**src/rtl/multicycle_adder_pkg.sv**
```systemverilog
// Shared definitions for the multi-cycle adder/subtractor.
// Holds the FSM state encoding, the add/sub mode constants and small helpers
// used by the top module and by anything that drives or checks it.
package multicycle_adder_pkg;

  // FSM state encoding shared with the ALU control sequencer.
  typedef enum logic [1:0] {
    ST_IDLE = 2'd0,
    ST_RUN  = 2'd1,
    ST_DONE = 2'd2
  } state_e;

  // Value of the sub input that selects each mode.
  localparam logic MODE_ADD = 1'b0;
  localparam logic MODE_SUB = 1'b1;

  // Chunk counter width; a single-chunk build still needs a 1-bit counter.
  function automatic int unsigned cnt_width(input int unsigned nchunk);
    return (nchunk > 1) ? $clog2(nchunk) : 1;
  endfunction

  // Two's-complement overflow: same-sign operands giving an opposite-sign sum.
  function automatic logic signed_ovf(input logic a_msb,
                                      input logic b_msb,
                                      input logic s_msb);
    return (a_msb == b_msb) && (s_msb != a_msb);
  endfunction

endpackage

```
**src/rtl/multicycle_adder_chunk_adder.sv**
```systemverilog
// Combinational CHUNK-bit ripple-carry adder.
// Each bit is one full-adder cell; the carry ripples LSB to MSB.
// Ports:
//   sum [CHUNK] - x + y + ci, low CHUNK bits
//   co          - carry out of the MSB cell
//   x, y [CHUNK]- addends
//   ci          - carry into the LSB cell
module multicycle_adder_chunk_adder #(
  parameter int unsigned CHUNK = 8
) (
  output logic [CHUNK-1:0] sum,
  output logic             co,
  input  logic [CHUNK-1:0] x,
  input  logic [CHUNK-1:0] y,
  input  logic             ci
);

  // Ripple chain held in a procedural variable so the carry does not form a
  // self-referencing vector across bits.
  always_comb begin
    logic c;
    sum = '0;
    c   = ci;
    for (int unsigned i = 0; i < CHUNK; i++) begin
      sum[i] = x[i] ^ y[i] ^ c;
      c      = (x[i] & y[i]) | (c & (x[i] ^ y[i]));
    end
    co = c;
  end

endmodule

```
**src/rtl/multicycle_adder.sv**
```systemverilog
// Multi-cycle adder/subtractor: adds two WIDTH-bit operands CHUNK bits per
// clock, carrying between chunks in a register, with start/busy/done handshake.
// Ports:
//   clk, rst       - clock, asynchronous active-high reset
//   start          - request an operation (accepted in IDLE or DONE)
//   sub            - 0: a + b + cin, 1: a - b (cin ignored)
//   cin            - carry-in for add mode
//   a, b [WIDTH]   - operands, latched when start is accepted
//   busy           - high while chunks are being processed
//   done           - one-cycle pulse when s/cout/ovf are final
//   s [WIDTH]      - result register (partial while busy)
//   cout           - final carry-out (sub: 1 = no borrow)
//   ovf            - signed overflow
// WIDTH must be a multiple of CHUNK.
module multicycle_adder
  import multicycle_adder_pkg::*;
#(
  parameter int unsigned WIDTH = 32,
  parameter int unsigned CHUNK = 8
) (
  input  logic             clk,
  input  logic             rst,
  input  logic             start,
  input  logic             sub,
  input  logic             cin,
  input  logic [WIDTH-1:0] a,
  input  logic [WIDTH-1:0] b,
  output logic             busy,
  output logic             done,
  output logic [WIDTH-1:0] s,
  output logic             cout,
  output logic             ovf
);

  localparam int unsigned NCHUNK = WIDTH / CHUNK;
  localparam int unsigned CNT_W  = cnt_width(NCHUNK);
  localparam logic [CNT_W-1:0] LAST_CNT = CNT_W'(NCHUNK - 1);

  state_e state_q, state_d;

  logic [WIDTH-1:0] a_q, a_d;
  logic [WIDTH-1:0] b_q, b_d;
  logic [WIDTH-1:0] s_q, s_d;
  logic [CNT_W-1:0] cnt_q, cnt_d;
  logic             carry_q, carry_d;
  logic             cout_q, cout_d;
  logic             ovf_q, ovf_d;
  logic             busy_q, busy_d;
  logic             done_q, done_d;

  logic [CHUNK-1:0] x_c, y_c, sum_c;
  logic             co_c;
  logic             accept_c;
  logic             last_c;

  // A start is taken whenever the unit is not mid-operation.
  assign accept_c = start && (state_q != ST_RUN);
  assign last_c   = (cnt_q == LAST_CNT);

  // State register.
  always_ff @(posedge clk or posedge rst) begin
    if (rst) begin
      state_q <= ST_IDLE;
    end else begin
      state_q <= state_d;
    end
  end

  // Next-state logic.
  always_comb begin
    state_d = state_q;
    unique case (state_q)
      ST_IDLE: if (start) state_d = ST_RUN;
      ST_RUN:  if (last_c) state_d = ST_DONE;
      ST_DONE: state_d = start ? ST_RUN : ST_IDLE;
      default: state_d = ST_IDLE;
    endcase
  end

  // Select the operand chunks addressed by the chunk counter.
  always_comb begin
    x_c = '0;
    y_c = '0;
    for (int unsigned i = 0; i < NCHUNK; i++) begin
      if (cnt_q == CNT_W'(i)) begin
        x_c = a_q[i*CHUNK +: CHUNK];
        y_c = b_q[i*CHUNK +: CHUNK];
      end
    end
  end

  multicycle_adder_chunk_adder #(
    .CHUNK (CHUNK)
  ) u_chunk_adder (
    .sum (sum_c),
    .co  (co_c),
    .x   (x_c),
    .y   (y_c),
    .ci  (carry_q)
  );

  // Output and datapath next values.
  always_comb begin
    a_d     = a_q;
    b_d     = b_q;
    s_d     = s_q;
    cnt_d   = cnt_q;
    carry_d = carry_q;
    cout_d  = cout_q;
    ovf_d   = ovf_q;
    busy_d  = (state_d == ST_RUN);
    done_d  = (state_d == ST_DONE);

    if (accept_c) begin
      // Subtraction is a + ~b + 1: invert B once here and seed the carry.
      a_d     = a;
      b_d     = (sub == MODE_SUB) ? ~b : b;
      carry_d = (sub == MODE_SUB) ? 1'b1 : cin;
      cnt_d   = '0;
      s_d     = '0;
      cout_d  = 1'b0;
      ovf_d   = 1'b0;
    end else if (state_q == ST_RUN) begin
      for (int unsigned i = 0; i < NCHUNK; i++) begin
        if (cnt_q == CNT_W'(i)) begin
          s_d[i*CHUNK +: CHUNK] = sum_c;
        end
      end
      carry_d = co_c;
      cnt_d   = cnt_q + CNT_W'(1);
      if (last_c) begin
        // The top chunk's sum MSB is the result sign bit.
        cout_d = co_c;
        ovf_d  = signed_ovf(a_q[WIDTH-1], b_q[WIDTH-1], sum_c[CHUNK-1]);
      end
    end
  end

  // Datapath and output registers.
  always_ff @(posedge clk or posedge rst) begin
    if (rst) begin
      a_q     <= '0;
      b_q     <= '0;
      s_q     <= '0;
      cnt_q   <= '0;
      carry_q <= 1'b0;
      cout_q  <= 1'b0;
      ovf_q   <= 1'b0;
      busy_q  <= 1'b0;
      done_q  <= 1'b0;
    end else begin
      a_q     <= a_d;
      b_q     <= b_d;
      s_q     <= s_d;
      cnt_q   <= cnt_d;
      carry_q <= carry_d;
      cout_q  <= cout_d;
      ovf_q   <= ovf_d;
      busy_q  <= busy_d;
      done_q  <= done_d;
    end
  end

  assign busy = busy_q;
  assign done = done_q;
  assign s    = s_q;
  assign cout = cout_q;
  assign ovf  = ovf_q;

endmodule

```
**config.mk**
```make
export PLATFORM = sky130hd
export DESIGN_NAME = multicycle_adder
export DESIGN_NICKNAME = d
export VERILOG_FILES = /design/src/rtl/multicycle_adder_pkg.sv /design/src/rtl/multicycle_adder_chunk_adder.sv /design/src/rtl/multicycle_adder.sv
export SDC_FILE = /design/constraint.sdc
export NUM_CORES = 1
export LEC_CHECK = 0
export CORE_UTILIZATION = 50
export CTS_BUF_LIST = sky130_fd_sc_hd__clkbuf_4 sky130_fd_sc_hd__clkbuf_8
export DETAILED_ROUTE_END_ITERATION = 6
export GPL_TIMING_DRIVEN = 0
export PLACE_DENSITY = 0.86
export SYNTH_ARGS = -nofsm -noshare
export SYNTH_HDL_FRONTEND = slang
export SYNTH_HIERARCHICAL = 1
export SYNTH_SLANG_ARGS = --single-unit
```
**constraint.sdc**
```tcl
create_clock -name clk -period 5.99 [get_ports clk]
set_input_delay 1.198 -clock clk [delete_from_list [all_inputs] [get_ports clk]]
set_output_delay 1.198 -clock clk [all_outputs]
set_load 0.01 [all_outputs]
```
==> impl_summary.log, run 1 <==
INFO  metric result_of_the_run = finished clean
INFO  metric placement.cell_area = 0.00633 sq mm
INFO  metric cts_tree = yes
INFO  metric grt_first_pass_wirelength = 19.5 mm
INFO  metric synth.avg_cell_area = 12.2 sq um
INFO  metric placeableCoreArea = 0.00982 sq mm
INFO  metric final_hold_viol_count = 0
INFO  metric critical_path_end_type = flip-flop
INFO  metric setup.worst_path.class = flip-flop to flip-flop
INFO  metric clk-insertion-delay-late = 370 ps
INFO  metric synthesis.nets = 501
INFO  metric route.top_layer_used = met4
INFO  metric startpoint = cnt_q[1]
INFO  metric power.density_cell_area = 616 mW/mm^2
INFO  metric htree_num_levels = 3
INFO  metric layout-drive-gt1-share = 14.3%
INFO  metric layout.cells.most_common_list = 105 x sky130_fd_sc_hd__dfrtp_1, 102 x sky130_fd_sc_hd__clkdlybuf4s50_1, 66 x sky130_fd_sc_hd__a21oi_1
INFO  metric post_cts.resized_instances = 0
INFO  metric route.detailed.drc = 0
INFO  metric r2r_start = cnt_q[1]
INFO  metric regToRegSetupSlack = 470 ps
INFO  metric worst_r2r_path_depth = 22
INFO  metric cts_setup_buffers = 0
INFO  metric yosysWarnings = 6
INFO  metric hold_path_depth = 1
INFO  metric estimated_wirelength_of_the_detail_placed_design = 9.17 mm
INFO  metric postLayoutCoreUtil = 66.6%
INFO  metric r2r-end = ovf
INFO  metric grt_pass1_vias = 3950
INFO  metric initial_core_util = 52.1%
INFO  metric clock_sink_count = 105
INFO  metric yosysSeqAreaShare = 51.4%
INFO  metric grt_overflow_total = 0
INFO  metric design.final.nets = 615
INFO  metric num_vias = 3902
INFO  metric path_cells = inv_1 > ha_1 > buf_2 > nor2b_2 > buf_4 > a221oi_1 > o31ai_1 > fa_1 > inv_1 > fa_1 > inv_1 > fa_1 > fa_1 > fa_1 > fa_1 > fa_1 > inv_1 > fa_1 > inv_1 > nand2b_1 > o22ai_1 > a22o_1
INFO  metric synth-seq-cells = 105
INFO  metric totalNegativeSetupSlack = 0 ps
INFO  metric pin_count_of_the_biggest_net_entering_global_routing = 64
INFO  metric cp.arrival = 5840 ps
INFO  metric io_buffers = 102
INFO  metric netlist_area = 0.00511 sq mm
INFO  metric critical_path.top_delay_family = adder cells
INFO  metric num_rows = 36
INFO  metric timing.slew.headroom = 64.6%
INFO  metric post_synth_inst_count = 420
INFO  metric clock.fmax = 181 MHz
INFO  metric cts_buffers = 9
INFO  metric critical_path.startpoint_type = flip-flop
INFO  metric finalWeightedCongestion = 0.860
INFO  metric ir_worst_vdd = 0.418 mV
INFO  metric wirelength_met1 = 5.15 mm
INFO  metric worstHoldPathType = flip-flop to flip-flop
INFO  metric ioPinCount = 105
INFO  metric total_routing_resource_utilization_after_global_routing = 24.8%
INFO  metric grt_setup_unrepaired = false
INFO  metric crit_top_cell = sky130_fd_sc_hd__fa_1
INFO  metric via_per_inst = 5.81
INFO  metric clock_tree.root_cell = sky130_fd_sc_hd__clkbuf_8
INFO  metric met2WireLength = 6.15 mm
INFO  metric clock_tree.buffer_depth = 2
INFO  metric holdCritStartpoint = s[8]
INFO  metric wl_per_cell = 18.5 um
INFO  metric drv_slew = 0
INFO  metric detailroute.wirelength.met3 = 902 um
INFO  metric final.setup_skew = 9.90 ps
INFO  metric detailedRoute.firstIterationViolations = 296
INFO  metric hold_slack = 501 ps
INFO  metric critPathSlowestCell = sky130_fd_sc_hd__dfrtp_1
INFO  metric die_x = 103 um
INFO  metric critPathRequiredTime = 6310 ps
INFO  metric cap_violations = 0
INFO  metric period_share = 92.2%
INFO  metric postCtsHoldBufs = 0
INFO  metric antenna_violations_before_repair = 0
INFO  metric placedCellCount = 656
INFO  metric flow.area_growth_from_synthesis = 27.9%
INFO  metric final_cells = 672
INFO  metric design.die.area = 0.0106 sq mm
INFO  metric synthDistinctLibCells = 29
INFO  metric cts.clk_slew.worst_paths = 110 ps
INFO  metric worst-path-buf-inv = 7
INFO  metric worst-path-max-fanout = 10
INFO  metric number_of_failing_setup_endpoints_in_the_final_timing_report = 0
INFO  metric worstMarginPinSlew = 531 ps
INFO  metric leakagePower = 2.68 nW
INFO  metric layout.cells.most_common = sky130_fd_sc_hd__dfrtp_1
INFO  metric finalWirelength = 12.4 mm
INFO  metric whs_endpoint = s[8]
INFO  metric floorplan.die.height = 103 um
INFO  metric detail_route.first_pass.iterations = 4
INFO  metric period_needed = 5520 ps
INFO  metric antennaDiodeCount = 0
INFO  metric final.fill_count = 780
INFO  metric residual_antenna_violating_net_count_after_detailed_routing = 0
INFO  metric final_cell_area = 0.00654 sq mm
INFO  metric worst_path_largest_cell_delay = 420 ps
==> report_power, final <==
group | total, W | internal [W] | switching [W]
Clock | 0.000462 | 0.000210 | 0.000252
Combinational | 0.00233 | 0.00105 | 0.00128
Sequential | 0.00123 | 0.00103 | 0.000199
Total | 0.00403 | 0.00229 | 0.00173
==> Yosys cell counts (all sizes together) <==
library cell	n	area share [%]
mux2	34	9.3
nor2b	17	2.1
nand2	19	1.4
clkbuf	14	1.0
nand3	1	0.098
fa	8	3.1
a22o	11	1.9
ha	4	0.98
o21ai	3	0.29
nand2b	3	0.37
o22ai	2	0.24
mux2i	4	1.4
o31ai	16	2.3
a32o	24	4.7
a221oi	15	2.6
inv	14	1.0
a21oi	66	6.5
buf	23	3.2
and2	3	0.42
nor2	2	0.15
dfrtp	105	51
xnor2	32	5.5
==> metal layers <==
layer / vias up / global-route usage, %
met3: 24 / 4.07
met4: 0 / 7.69
li1: 1753 / -
met1: 1934 / 31.2
met2: 191 / 44.1
met5: - / 0
==> kinds of logic (layout without fill, tap and decap cells) <==
| family | count (synthesis) | in the layout | share of synthesized area (%) |
|---|---|---|---|
| adders and majority gates | 12 | 12 | 4.11 |
| AOI/OAI and AO/OA | 137 | 137 | 18.5 |
| and+or+nand+nor | 45 | 45 | 4.55 |
| DFF | 105 | 105 | 51.4 |
| buffers and inverters | 51 | 170 | 5.29 |
| muxes | 38 | 38 | 10.7 |
| xor gates and xnor gates | 32 | 32 | 5.48 |
==> metrics by stage <==
step	setup WS (ps)	power, W
after floorplan	1160	0.00272
after global placement	758	0.00341
after detailed placement	603	0.00354
after CTS	551	0.00399
after global routing	180	0.00425
final	467	0.00403
==> flip-flops by register name (all words and copies together), names as in the netlist <==
| name | cells |
|---|---|
| ovf | 1 |
| cout | 1 |
| done | 1 |
| cnt_q | 2 |
| s | 32 |
| carry_q | 1 |
| b_q | 32 |
| state_q | 2 |
| busy | 1 |
| a_q | 32 |
==> worst max-delay path by stage <==
stage / end / slack (ps) / cells after the start
6_report: ovf / 470 / 22
5_1_grt: ovf / 180 / 19
4_1_cts: ovf / 550 / 19
3_5_place_dp: ovf / 600 / 19
3_3_place_gp: a_q[19] / 760 / 2
2_1_floorplan: ovf / 1160 / 21
==> area by class of cell <==
type	instances	area [sq um]	share of cell area, %
Multi-Input combinational cell	264	2210	33.9
Inverter	14	55.1	0.842
Clock buffer	10	138	2.10
Sequential cell	105	2630	40.2
Tap cell	133	166	2.54
Buffer	37	218	3.33
Timing Repair Buffer	103	1050	16.0
Clock inverter	6	72.6	1.11
No activity file was read; power rests on OpenSTA's default activity.
==> inputs of run 2 (changes only) <==
Settings changed: ABC_CLOCK_PERIOD_IN_PS from default to 5990.
==> results of run 2 <==
No change in the layout: final DEF, timing and power equal those of run 1.
